<file path="config.mk">
export PLATFORM = sky130hd
export DESIGN_NAME = if_stage
export DESIGN_NICKNAME = d
export VERILOG_FILES = /design/src/rtl/if_stage.sv
export SDC_FILE = /design/constraint.sdc
export NUM_CORES = 1
export LEC_CHECK = 0
export ABC_AREA = 1
export CAP_MARGIN = 0
export CORE_MARGIN = 2
export CORE_UTILIZATION = 45
export CTS_CLUSTER_DIAMETER = 80
export DETAILED_ROUTE_END_ITERATION = 7
export PLACE_DENSITY = 0.79
export SLEW_MARGIN = 25
export SYNTH_ARGS = -nofsm -noshare
export SYNTH_HDL_FRONTEND = slang
export SYNTH_SLANG_ARGS = --single-unit
</file>
<file path="constraint.sdc">
create_clock -name clk -period 10.4 [get_ports clk]
set_input_delay 2.08 -clock clk [delete_from_list [all_inputs] [get_ports clk]]
set_output_delay 2.08 -clock clk [all_outputs]
set_load 0.1 [all_outputs]
</file>
<file path="src/rtl/if_stage.sv">
// Instruction fetch: sequential PC, ROM req/gnt/rvalid, {pc,inst} buffer, IF/ID reg.
// Ports: clk, rst, stall_i, rom_* fetch bus, id_pc_o/id_inst_o/id_valid_o; macro IF_SKID_EN = 2-deep.
module if_stage #(
  parameter logic [31:0] RESET_PC = 32'h0000_0000
) (
  input  logic        clk,
  input  logic        rst,
  input  logic        stall_i,
  output logic        rom_req_o,
  output logic [31:0] rom_addr_o,
  input  logic        rom_gnt_i,
  input  logic        rom_rvalid_i,
  input  logic [31:0] rom_data_i,
  output logic [31:0] id_pc_o,
  output logic [31:0] id_inst_o,
  output logic        id_valid_o
);

`ifdef IF_SKID_EN
  localparam int D = 2;
`else
  localparam int D = 1;
`endif

  logic [31:0] fetch_pc;
  logic [1:0]  outst;
  logic [1:0]  count;
  logic [31:0] h_pc;
  logic [31:0] h_inst;
`ifdef IF_SKID_EN
  logic [31:0] t_pc;
  logic [31:0] t_inst;
`endif

  logic        grant;
  logic        push;
  logic        pop;
  logic [2:0]  credit;
  logic [31:0] tag_pc;

  // Credits come from registered counters only.
  assign credit = {1'b0, outst} + {1'b0, count};
  assign rom_req_o = !rst && (credit < 3'(D));
  assign rom_addr_o = rst ? RESET_PC : fetch_pc;

  assign grant = rom_req_o && rom_gnt_i;
  // Stray responses with nothing in flight are dropped.
  assign push = rom_rvalid_i && (outst != 2'd0);
  assign pop = !stall_i && (count != 2'd0);

  // Oldest in-flight request sits outst words behind fetch_pc.
  assign tag_pc = fetch_pc - {28'd0, outst, 2'b00};

  always_ff @(posedge clk) begin
    if (rst) begin
      fetch_pc   <= RESET_PC;
      outst      <= 2'd0;
      count      <= 2'd0;
      id_pc_o    <= 32'd0;
      id_inst_o  <= 32'd0;
      id_valid_o <= 1'b0;
    end else begin
      if (grant) begin
        fetch_pc <= fetch_pc + 32'd4;
      end
      outst <= outst + {1'b0, grant} - {1'b0, push};
      count <= count + {1'b0, push} - {1'b0, pop};

      if (!stall_i) begin
        if (count != 2'd0) begin
          id_pc_o    <= h_pc;
          id_inst_o  <= h_inst;
          id_valid_o <= 1'b1;
        end else begin
          id_pc_o    <= 32'd0;
          id_inst_o  <= 32'd0;
          id_valid_o <= 1'b0;
        end
      end

`ifdef IF_SKID_EN
      if (pop) begin
        h_pc   <= t_pc;
        h_inst <= t_inst;
      end
      // New word lands at the first free slot after this pop.
      if (push) begin
        if (count == {1'b0, pop}) begin
          h_pc   <= tag_pc;
          h_inst <= rom_data_i;
        end else begin
          t_pc   <= tag_pc;
          t_inst <= rom_data_i;
        end
      end
`else
      if (push) begin
        h_pc   <= tag_pc;
        h_inst <= rom_data_i;
      end
`endif
    end
  end

endmodule
</file>
* Word-level counts from Yosys, hierarchy flattened
Index checks and enable logic that the tools add are counted.
** Cells by class
- $lt $le $gt $ge :: 1
- Add/sub/neg operators :: 7
- Mux-type cells :: 4
- Reduce and logical (&&, ||, !) cells :: 9
- Bitwise operators :: 1
** Operators with widths (number)
- 32-bit two-way mux :: 3
- 32-bit by 3-bit adder with 32-bit output, second input constant :: 1
- 32-bit by 4-bit subtractor with 32-bit output :: 1
- 2-bit by 1-bit adder with 2-bit output :: 2
- 1-bit logical AND :: 4
- 2-bit nonzero test :: 2
- 2-bit by 1-bit subtractor with 2-bit output :: 2
- 2-bit by 2-bit adder with 3-bit output :: 1
- 3-bit by 1-bit less-than comparator with 1-bit output, second input constant :: 1
- 1-bit logical NOT :: 2
- 2-bit AND reduction :: 1
- 1-bit two-way mux :: 1
- 1-bit inverter :: 1
** Storage, ports and cells
- Register bits after elaboration :: 165
- Bits of input ports :: 37
- Logic and storage cells :: 30

* Logic depth before layout (Yosys ltp)
Gate-level depths: netlist of the first run.
- Depth after elaboration :: 6
- Gate-level depth with buffers :: 13

* Worst setup path after synthesis of the first run
Ideal clock, no wire load.
- Path type :: input -> output
- From :: input rst
- To :: output rom_addr_o[10]
- Setup slack :: 4.459 ns
- Data required time :: 8.320 ns
- Path buffers :: 3
- Arrival time :: 3.861 ns
- Stages on the path :: 4
- Cell sequence :: buf_6 > clkbuf_1 > clkbuf_1 > nor2_1
** On the way
- Longest elaborated chain between the ends :: 1
** Ends and longest elaborated chain
- from (decl) :: RTL line 7 : input logic rst,
- 32-bit two-way mux :: RTL line 44 : assign rom_addr_o = rst ? RESET_PC : fetch_pc;
- to (decl) :: RTL line 10 : output logic [31:0] rom_addr_o,
No other way between the ends.

* Final worst setup path of the first run
- From :: input rst
- To :: output rom_req_o
** On the way
- Longest elaborated chain between the ends :: 2
** Ends and longest elaborated chain
- 1-bit logical NOT :: RTL line 43 : assign rom_req_o = !rst && (credit < 3'(D));
- 1-bit logical AND :: RTL line 43
- to (decl) :: RTL line 9 : output logic rom_req_o,
No other way between the ends.

==> results of run 1 <==
## power by group through the flow
stage                     registers, mW  logic [mW]  clock network (mW)
after CTS                         0.806       0.773               0.611
final                             0.806       0.769               0.598
after global placement            0.816       0.759                   0
after floorplan                    1.06       0.356                   0
after detailed placement          0.819       0.769                   0
after global routing              0.814       0.841               0.636
## worst max-delay path, delay by kind of cell
kind	cells	cell delay (ns)
AND/OR/NAND/NOR	2	0.21
buffers and inverters	4	1.97
## layer usage
layer	global-route usage (%)	wire, um	vias up
met1	25.5	6730	2560
met2	32.0	7290	221
met4	8.27	349	0
met3	3.89	1030	27
li1	-	-	2822
met5	0	0	-
## cell families after synthesis
kind of cell    count (synthesis)
compound gates                102
xor+xnor                       30
fa+ha+maj                      10
buf+inv                       120
flops                         159
other cells                     1
simple gates                  389
## per-stage QoR
stage	hold WS [ns]	area, um2
floorplan	0.422	6830
global placement	0.440	8200
detailed placement	0.450	8200
CTS	0.458	8770
global route	0.477	8770
finish	0.453	8770
## how the worst min path moves through the flow
stage | startpoint | end | slack, ns | depth (start not counted)
final | id_valid_o | id_valid_o | 0.45 | 2
after global routing | id_inst_o[13] | id_inst_o[13] | 0.48 | 2
after CTS | id_valid_o | id_valid_o | 0.46 | 2
after detailed placement | id_valid_o | id_valid_o | 0.45 | 2
after global placement | outst[1] | outst[1] | 0.44 | 1
after floorplan | outst[1] | outst[1] | 0.42 | 1
## Yosys cell counts, types with 2 or more instances
cell type,number,area [um2]
o21ai_0,19,95.1
nand3_1,33,165
nor2_2,4,25.0
buf_4,7,52.6
edfxtp_1,62,1860
nor2_4,3,33.8
dfxtp_1,97,1940
a21oi_1,82,410
inv_1,81,304
clkbuf_1,19,71.3
nor3_1,18,90.1
buf_6,2,22.5
xor2_1,29,254
nor2_1,107,402
nand4_1,10,62.6
inv_2,2,7.51
nand2_1,211,792
ha_1,8,100
fa_1,2,40.0
buf_2,8,40.0
## state kept, by name, indices dropped and copies added, names as in the netlist
register,flops
h_inst,32
id_inst_o,32
fetch_pc,30
h_pc,30
id_pc_o,30
count,2
outst,2
id_valid_o,1
## placed cells by master, fill, tap and decap left out, types with 2 or more instances in the layout
master	n
nand2_1	211
buf_4	4
bufinv_16	2
nor2_4	4
fa_1	2
clkinvlp_4	2
nand3_1	33
inv_1	81
clkdlybuf4s50_1	128
nor2_1	106
edfxtp_1	62
nand4_1	10
nor2_2	4
o21ai_0	19
clkinv_2	5
conb_1	4
clkbuf_8	2
ha_1	8
xor2_1	29
clkbuf_16	17
nor3_1	18
dfxtp_1	97
a21oi_1	82
## final cells by class
cell class | count | area (um2) | share of cell area (%)
clock buffer | 20 | 457 | 5.21
sequential | 159 | 3800 | 43.4
inverter | 83 | 313 | 3.57
timing repair buffer | 133 | 1320 | 15.0
multi-input combinational | 535 | 2530 | 28.9
clock inverter | 11 | 114 | 1.30
tap | 188 | 235 | 2.68
==> flow_summary.toml, run 1 <==
[run_status]
outcome = "completed"

[power]
power_mw = 2.17
sequentialPowerShare_pct = 37.1
p_switching_uw = 839
vdd_drop_max_mv = 0.221
switching_share_pct = 38.6
power.density_nw_per_um2 = 248
power.internal_mw = 1.33
p_leak_nw = 3.35
comb_power_share_pct = 35.4
p_clk_share_pct = 27.5

[timing]
setup_ws_ns = 4.04
hold_violations = 0
drv_slew = 0
fmax_mhz = 157
rsz0062_at_grt = "false"
fin_crit_sh_pct = 61.2
setup_viol = 0
tightestPinTransition_ns = 1.06
period_minus_slack_ns = 6.36
fin_setup_tns_ns = 0
slew_headroom_pct = 29.4
skew_ns = 0.00650

[routing]
drtPass1Iterations = 5
drt_iter0_markers = 368
wl_per_cell_um = 13.6
viasPerCell = 4.99
routed_wl_um = 15400
drc = 0
ant_nets = 0
num_vias = 5630

[logic_synthesis]
syn_area_um2 = 6820
async_reset_ff_share_pct = 0
yosys.area_share.adder_pct = 2.05
synth.distinct_cells = 27
ys.flop_type = "dfxtp_1"
synthXorXnorAreaFrac_pct = 3.85
ys_seq_area_share_pct = 55.8
synthCells = 811
ys_seq_elements = 159
avgSynthCellArea_um2 = 8.41
muxShareOfSynthArea_pct = 0
yosys_warnings = 0
synth_edf_count = 62
synth-compound-area-share_pct = 7.52
synth_top_family_by_area = "simple AND/OR/NAND/NOR gates"
yosys.area_share.simple_pct = 23.4

[critical_path]
crit_path_end_kind = "primary output"
rr_worst_depth = 11
path_class = "in -> out"
slowest_stage = "clkdlybuf4s50_1"
crit_path_cell_trace = "buf_4 > buf_4 > nor2_2 > nand2_1 > inv_1 > clkdlybuf4s50_1"
endpoint = "rom_req_o"
critPathMaxFanout = 76
worst-endpoint-required_ns = 8.32
ff2ff_setup_slack_ns = 7.41
crit_top_cell = "buf_4"
crit_start = "rst"
r2r-start = "outst[0]"
worst_setup_path_start_kind = "input pin"
arrival_ns = 4.28
rr_endpoint = "fetch_pc[15]"
cpPeakStageDelay_ns = 0.96

[finish]
fin_cells = 1129
fillerInstances = 1337
area_delta_synth_final_pct = 28.6
utilization_pct = 58.4
final_nets = 976
drive_above_1_share_pct = 4.99
antenna_cells = 0

[clocking]
cts_setup_buffers = 0
post_cts_resize_count = 0
clk_pin_slew_worst_paths_ns = 0.06
cts_tree = "built"
htreeDepth = 4
numCtsBuffers = 17
cts_sinks = 159
clk_latency_ns = 0.42
cts_root_buf = "clkbuf_16"
cts_max_path_buffers = 2
postCtsHoldBufs = 0

[floorplanning]
ioPinCount = 135
core_um2 = 15000
die-area_um2 = 16200
initial_utilization_pct = 45.4
die-height_um = 127
rows = 45
fp.dieW_um = 127

[grt]
grt_pass1_vias = 5136
grt_max_degree = 77
grt_pass1_wl_um = 25000
track_usage_pct = 19.6
grt_overflow = 0
antenna_found_initial = 0

[flow_run]
maxCapViolCount = 0

[worst_hold_path]
hold_class = "reg -> reg"

[place]
gp_congestion = 0.935
dpl.cell_count = 1098
dp_hpwl_um = 10800
post-place-ws_ns = 4.00
numPortBuffers = 130
Power figures use the tool's default switching activity.
==> inputs of run 2 (changes only) <==
==> constraint.sdc (replaced) <==
create_clock -name clk -period 6.2 [get_ports clk]
set_input_delay 1.24 -clock clk [delete_from_list [all_inputs] [get_ports clk]]
set_output_delay 1.24 -clock clk [all_outputs]
set_load 0.1 [all_outputs]
==> run 2 against run 1 <==
Against the previous run: wire length shrank 0.40%; clock power up 79%; largest cell class unchanged; critical endpoint unchanged; combinational power is 68% higher.
==> flow_summary.toml, run 2 (synthesis gave the netlist of run 1 again) <==
[finish]
final_cell_mix = "nand2_1, clkdlybuf4s50_1, nor2_1"
antenna_cells = 0
reg_top3 = "h_inst (32), id_inst_o (32)"
final_nets = 976
area_delta_synth_final_pct = 29.2
drive_above_1_share_pct = 4.99
layout_commonest_cell = "nand2_1"
fillerInstances = 1337

[timing]
setup_viol = 0
fmax_mhz = 242
fin_crit_sh_pct = 66.6
skew_ns = 0.00755
slew_headroom_pct = 30.6
rsz0062_at_grt = "false"
period_minus_slack_ns = 4.13
drv_slew = 0
setup_ws_ns = 2.07
tightestPinTransition_ns = 1.04
hold_violations = 0
fin_setup_tns_ns = 0

[grt]
antenna_found_initial = 0
grt_pass1_wl_um = 24500
grt_pass1_vias = 4990
grt_overflow = 0
grt_max_degree = 69
track_usage_pct = 19.2

[power]
vdd_drop_max_mv = 0.403
power.density_nw_per_um2 = 421
p_leak_nw = 3.36

[clocking]
cts_max_path_buffers = 2
post_cts_resize_count = 0
postCtsHoldBufs = 0
clk_latency_ns = 0.42
clk_pin_slew_worst_paths_ns = 0.06
cts_sinks = 159
numCtsBuffers = 17
cts_setup_buffers = 0
cts_root_buf = "clkbuf_16"
cts_tree = "built"
htreeDepth = 4

[routing]
drt_iter0_markers = 318
wl_per_cell_um = 13.6
drc = 0
viasPerCell = 4.92
routed_wl_um = 15300
num_vias = 5563
drtPass1Iterations = 5
ant_nets = 0

[critical_path]
crit_path_end_kind = "primary output"
path_class = "in -> out"
worst-endpoint-required_ns = 4.96
r2r-start = "outst[0]"
arrival_ns = 2.89
crit_buf_inv = 3
rr_worst_depth = 11
worst_setup_path_start_kind = "input pin"
critical-path-top-delay-family = "buffers and inverters"
slowest_stage = "clkdlybuf4s50_1"
ff2ff_setup_slack_ns = 3.20
rr_endpoint = "fetch_pc[15]"
critPathMaxFanout = 39
crit_path_cell_trace = "buf_4 > nor2_2 > nand2_1 > inv_1 > clkdlybuf4s50_1"
cpPeakStageDelay_ns = 1.12

[run_status]
outcome = "completed"

[flow_run]
maxCapViolCount = 0

[worst_hold_path]
hold_depth = 2
hold_end = "id_inst_o[11]"
hold_start = "id_inst_o[11]"
hold_class = "reg -> reg"

[floorplanning]
core_um2 = 15000
die-height_um = 127
fp.dieW_um = 127
ioPinCount = 135
die-area_um2 = 16200
rows = 45
initial_utilization_pct = 45.4

[place]
dp_hpwl_um = 10800
numPortBuffers = 130
post-place-ws_ns = 2.06
gp_congestion = 0.905
==> run 2: how the worst max path moves through the flow <==
stage                     startpoint        end  slack (ns)  cells after the start
after global routing        outst[0]  rom_req_o        1.95                      8
after floorplan                  rst  h_inst[0]        1.35                      4
after CTS                   outst[0]  rom_req_o        2.05                      8
after global placement           rst  rom_req_o        2.07                      5
after detailed placement         rst  rom_req_o        2.06                      5
final                            rst  rom_req_o        2.07                      5
==> run 2: layout make-up <==
class / instances / area, um2 / share of cell area [%]
Multi-Input combinational cell: 535 / 2530 / 28.8
Sequential cell: 159 / 3800 / 43.1
Clock buffer: 23 / 478 / 5.42
Timing Repair Buffer: 133 / 1320 / 14.9
Clock inverter: 9 / 135 / 1.53
Tap cell: 188 / 235 / 2.67
Inverter: 83 / 313 / 3.55
==> run 2: tightest hold or removal path: cells and delay by family (launching register included) <==
family | cells | cell delay [ns]
AO/OA/AOI/OAI | 1 | 0.05
flip-flops | 1 | 0.31
AND/OR/NAND/NOR | 1 | 0.06
==> run 2: per-stage QoR <==
stage                     utilization, %  cells  instance area [um2]  total power [mW]  hold slack [ns]
after floorplan                        -    814                 6830              2.37            0.422
after global placement              54.6   1098                 8200              2.64            0.440
after detailed placement            54.6   1098                 8200              2.66            0.454
after CTS                           58.6   1130                 8810              3.74            0.463
after global routing                58.6   1130                 8820              3.89            0.474
final                               58.6   1130                 8820              3.71            0.461
==> run 2: layer usage <==
| metal | routed length, um | global-route usage (%) | vias up |
|---|---|---|---|
| met5 | 0 | 0 | - |
| met4 | 421 | 8.99 | 0 |
| met3 | 900 | 3.98 | 29 |
| met2 | 7060 | 31.3 | 195 |
| met1 | 6950 | 24.8 | 2516 |
| li1 | - | - | 2823 |
==> run 2: report_power, final <==
group / internal, mW / switching [mW] / leakage (nW)
sequential: 1.29 / 0.0571 / 1.35
combinational: 0.336 / 0.956 / 1.72
clock: 0.666 / 0.401 / 0.290
total: 2.30 / 1.41 / 3.36
==> inputs of run 3 (changes only) <==
--- a/config.mk
+++ b/config.mk
@@ -11,7 +11,7 @@
 export CORE_UTILIZATION = 45
 export CTS_CLUSTER_DIAMETER = 80
 export DETAILED_ROUTE_END_ITERATION = 7
-export PLACE_DENSITY = 0.79
+export PLACE_DENSITY = 0.82
 export SLEW_MARGIN = 25
 export SYNTH_ARGS = -nofsm -noshare
 export SYNTH_HDL_FRONTEND = slang
==> constraint.sdc (replaced) <==
create_clock -name clk -period 3.8 [get_ports clk]
set_input_delay 0.76 -clock clk [delete_from_list [all_inputs] [get_ports clk]]
set_output_delay 0.76 -clock clk [all_outputs]
set_load 0.1 [all_outputs]
==> run 3 against run 2 <==
Against the previous run: count of clock-buffer cells in the layout down 3; clock skew up 0.0020 ns; non-clock buffer count up 2; first-iteration DRC count up 20%; sequential power up 63%; register-to-register slack worse by 2.3 ns; core utilization down 0.37 points; sequential share of layout area up 0.28 points; worst setup slack worse by 1.1 ns; cell count up 0.18%; critical endpoint is now fetch_pc[15]; combinational power up 64%; sequential cell count unchanged.
==> flow_summary.toml, run 3 (synthesis gave the netlist of run 1 again) <==
[place]
numPortBuffers = 130
dp_hpwl_um = 11100
gp_congestion = 0.882

[critical_path]
ff2ff_setup_slack_ns = 0.92
cpPeakStageDelay_ns = 0.70
r2r-start = "outst[0]"
arrival_ns = 3.23
rr_worst_depth = 11
path_class = "reg -> reg"
critical-path-top-delay-family = "simple AND/OR/NAND/NOR gates"
worst_setup_path_start_kind = "register"
critPathMaxFanout = 12
endpoint = "fetch_pc[15]"
crit_start = "outst[0]"
crit_buf_inv = 2
crit_path_end_kind = "register"
crit_top_cell = "nand2_1"
rr_endpoint = "fetch_pc[15]"
slowest_stage = "nor2_1"
worst-endpoint-required_ns = 4.15
crit_path_cell_trace = "ha_1 > inv_1 > fa_1 > nand2_1 > inv_1 > nand3_1 > nor2_1 > nand2_1 > nor2_1 > nand2_1 > a21oi_1"
crit_cells = 11

[routing]
num_vias = 5675
drc = 0
ant_nets = 0
viasPerCell = 5.01
drt_iter0_markers = 383
wl_per_cell_um = 13.9
routed_wl_um = 15700
drtPass1Iterations = 5

[power]
vdd_drop_max_mv = 0.479
power_mw = 6.02
p_leak_nw = 3.44
power.density_nw_per_um2 = 687

[timing]
rsz0062_at_grt = "false"
fmax_mhz = 347
fin_setup_tns_ns = 0
period_minus_slack_ns = 2.88
setup_viol = 0
whs_ns = 0.461
drv_slew = 0
tightestPinTransition_ns = 1.04
skew_ns = 0.00959
hold_violations = 0
fin_crit_sh_pct = 75.8
slew_headroom_pct = 30.6

[finish]
layout_commonest_cell = "nand2_1"
antenna_cells = 0
area_delta_synth_final_pct = 28.4
regArea_um2 = 3800
reg_top3 = "h_inst (32), id_inst_o (32)"
multi_input_area_um2 = 2530
drive_above_1_share_pct = 8.69
utilization_pct = 58.3
final_nets = 978
final_cell_mix = "nand2_1, nor2_1, dfxtp_1, clkdlybuf4s50_1, a21oi_1"
fillerInstances = 1323

[floorplanning]
ioPinCount = 135
core_um2 = 15000
die-area_um2 = 16200
die-height_um = 127
initial_utilization_pct = 45.4
rows = 45
fp.dieW_um = 127

[clocking]
htreeDepth = 4
numCtsBuffers = 17
postCtsHoldBufs = 0
cts_tree = "built"
clk_latency_ns = 0.42
post_cts_resize_count = 0
cts_sinks = 159
cts_max_path_buffers = 2
clk_pin_slew_worst_paths_ns = 0.07
cts_root_buf = "clkbuf_16"
cts_setup_buffers = 0

[grt]
grt_overflow = 0
grt_pass1_vias = 5146
grt_pass1_wl_um = 24900
antenna_found_initial = 0
grt_max_degree = 64
track_usage_pct = 19.5

[flow_run]
maxCapViolCount = 0

[worst_hold_path]
hold_class = "reg -> reg"

[run_status]
outcome = "completed"
[run 3: layout make-up]
type	count	share of cell area (%)
Multi-Input combinational cell	535	28.9
Timing Repair Buffer	135	14.5
Clock buffer	20	5.58
Clock inverter	12	1.36
Sequential cell	159	43.4
Tap cell	188	2.69
Inverter	83	3.56
[run 3: worst min-delay path by stage]
stage / slack [ns] / end / start / cells past startpoint
2_1_floorplan: 0.42 / outst[1] / outst[1] / 1
3_3_place_gp: 0.44 / outst[1] / outst[1] / 1
3_5_place_dp: 0.45 / id_valid_o / id_valid_o / 2
4_1_cts: 0.46 / id_valid_o / id_valid_o / 2
5_1_grt: 0.48 / id_pc_o[10] / id_pc_o[10] / 2
6_report: 0.46 / id_pc_o[21] / id_pc_o[21] / 2
[run 3: worst register-to-register path, delay by kind of cell, from the launching register on]
kind / cells / cell delay [ns]
AO/OA/AOI/OAI: 1 / 0.13
adder cells (fa/ha/maj): 2 / 0.66
buffers and inverters: 2 / 0.11
flip-flops: 1 / 0.38
AND/OR/NAND/NOR: 6 / 1.52
[run 3: metal layers]
metal  track usage [%]  part of all wire (%)
met5                 0                     0
met4              8.21                   1.9
met3              3.73                   5.6
met2              32.5                    47
met1              25.2                    45
[run 3: power by group]
part           internal, mW  leakage, nW  switching [mW]  total (mW)
registers              2.11         1.35          0.0949        2.20
logic                 0.555         1.79            1.55        2.11
clock network          1.01        0.298           0.694        1.71
total                  3.68         3.44            2.34        6.02
[run 3: stage by stage]
stage               setup slack, ns  area [um2]  cells
finish                        0.921        8760   1132
global route                  0.731        8760   1132
CTS                           0.956        8760   1132
detailed placement            0.907        8150   1100
global placement              0.981        8150   1100
floorplan                     0.464        6840    814
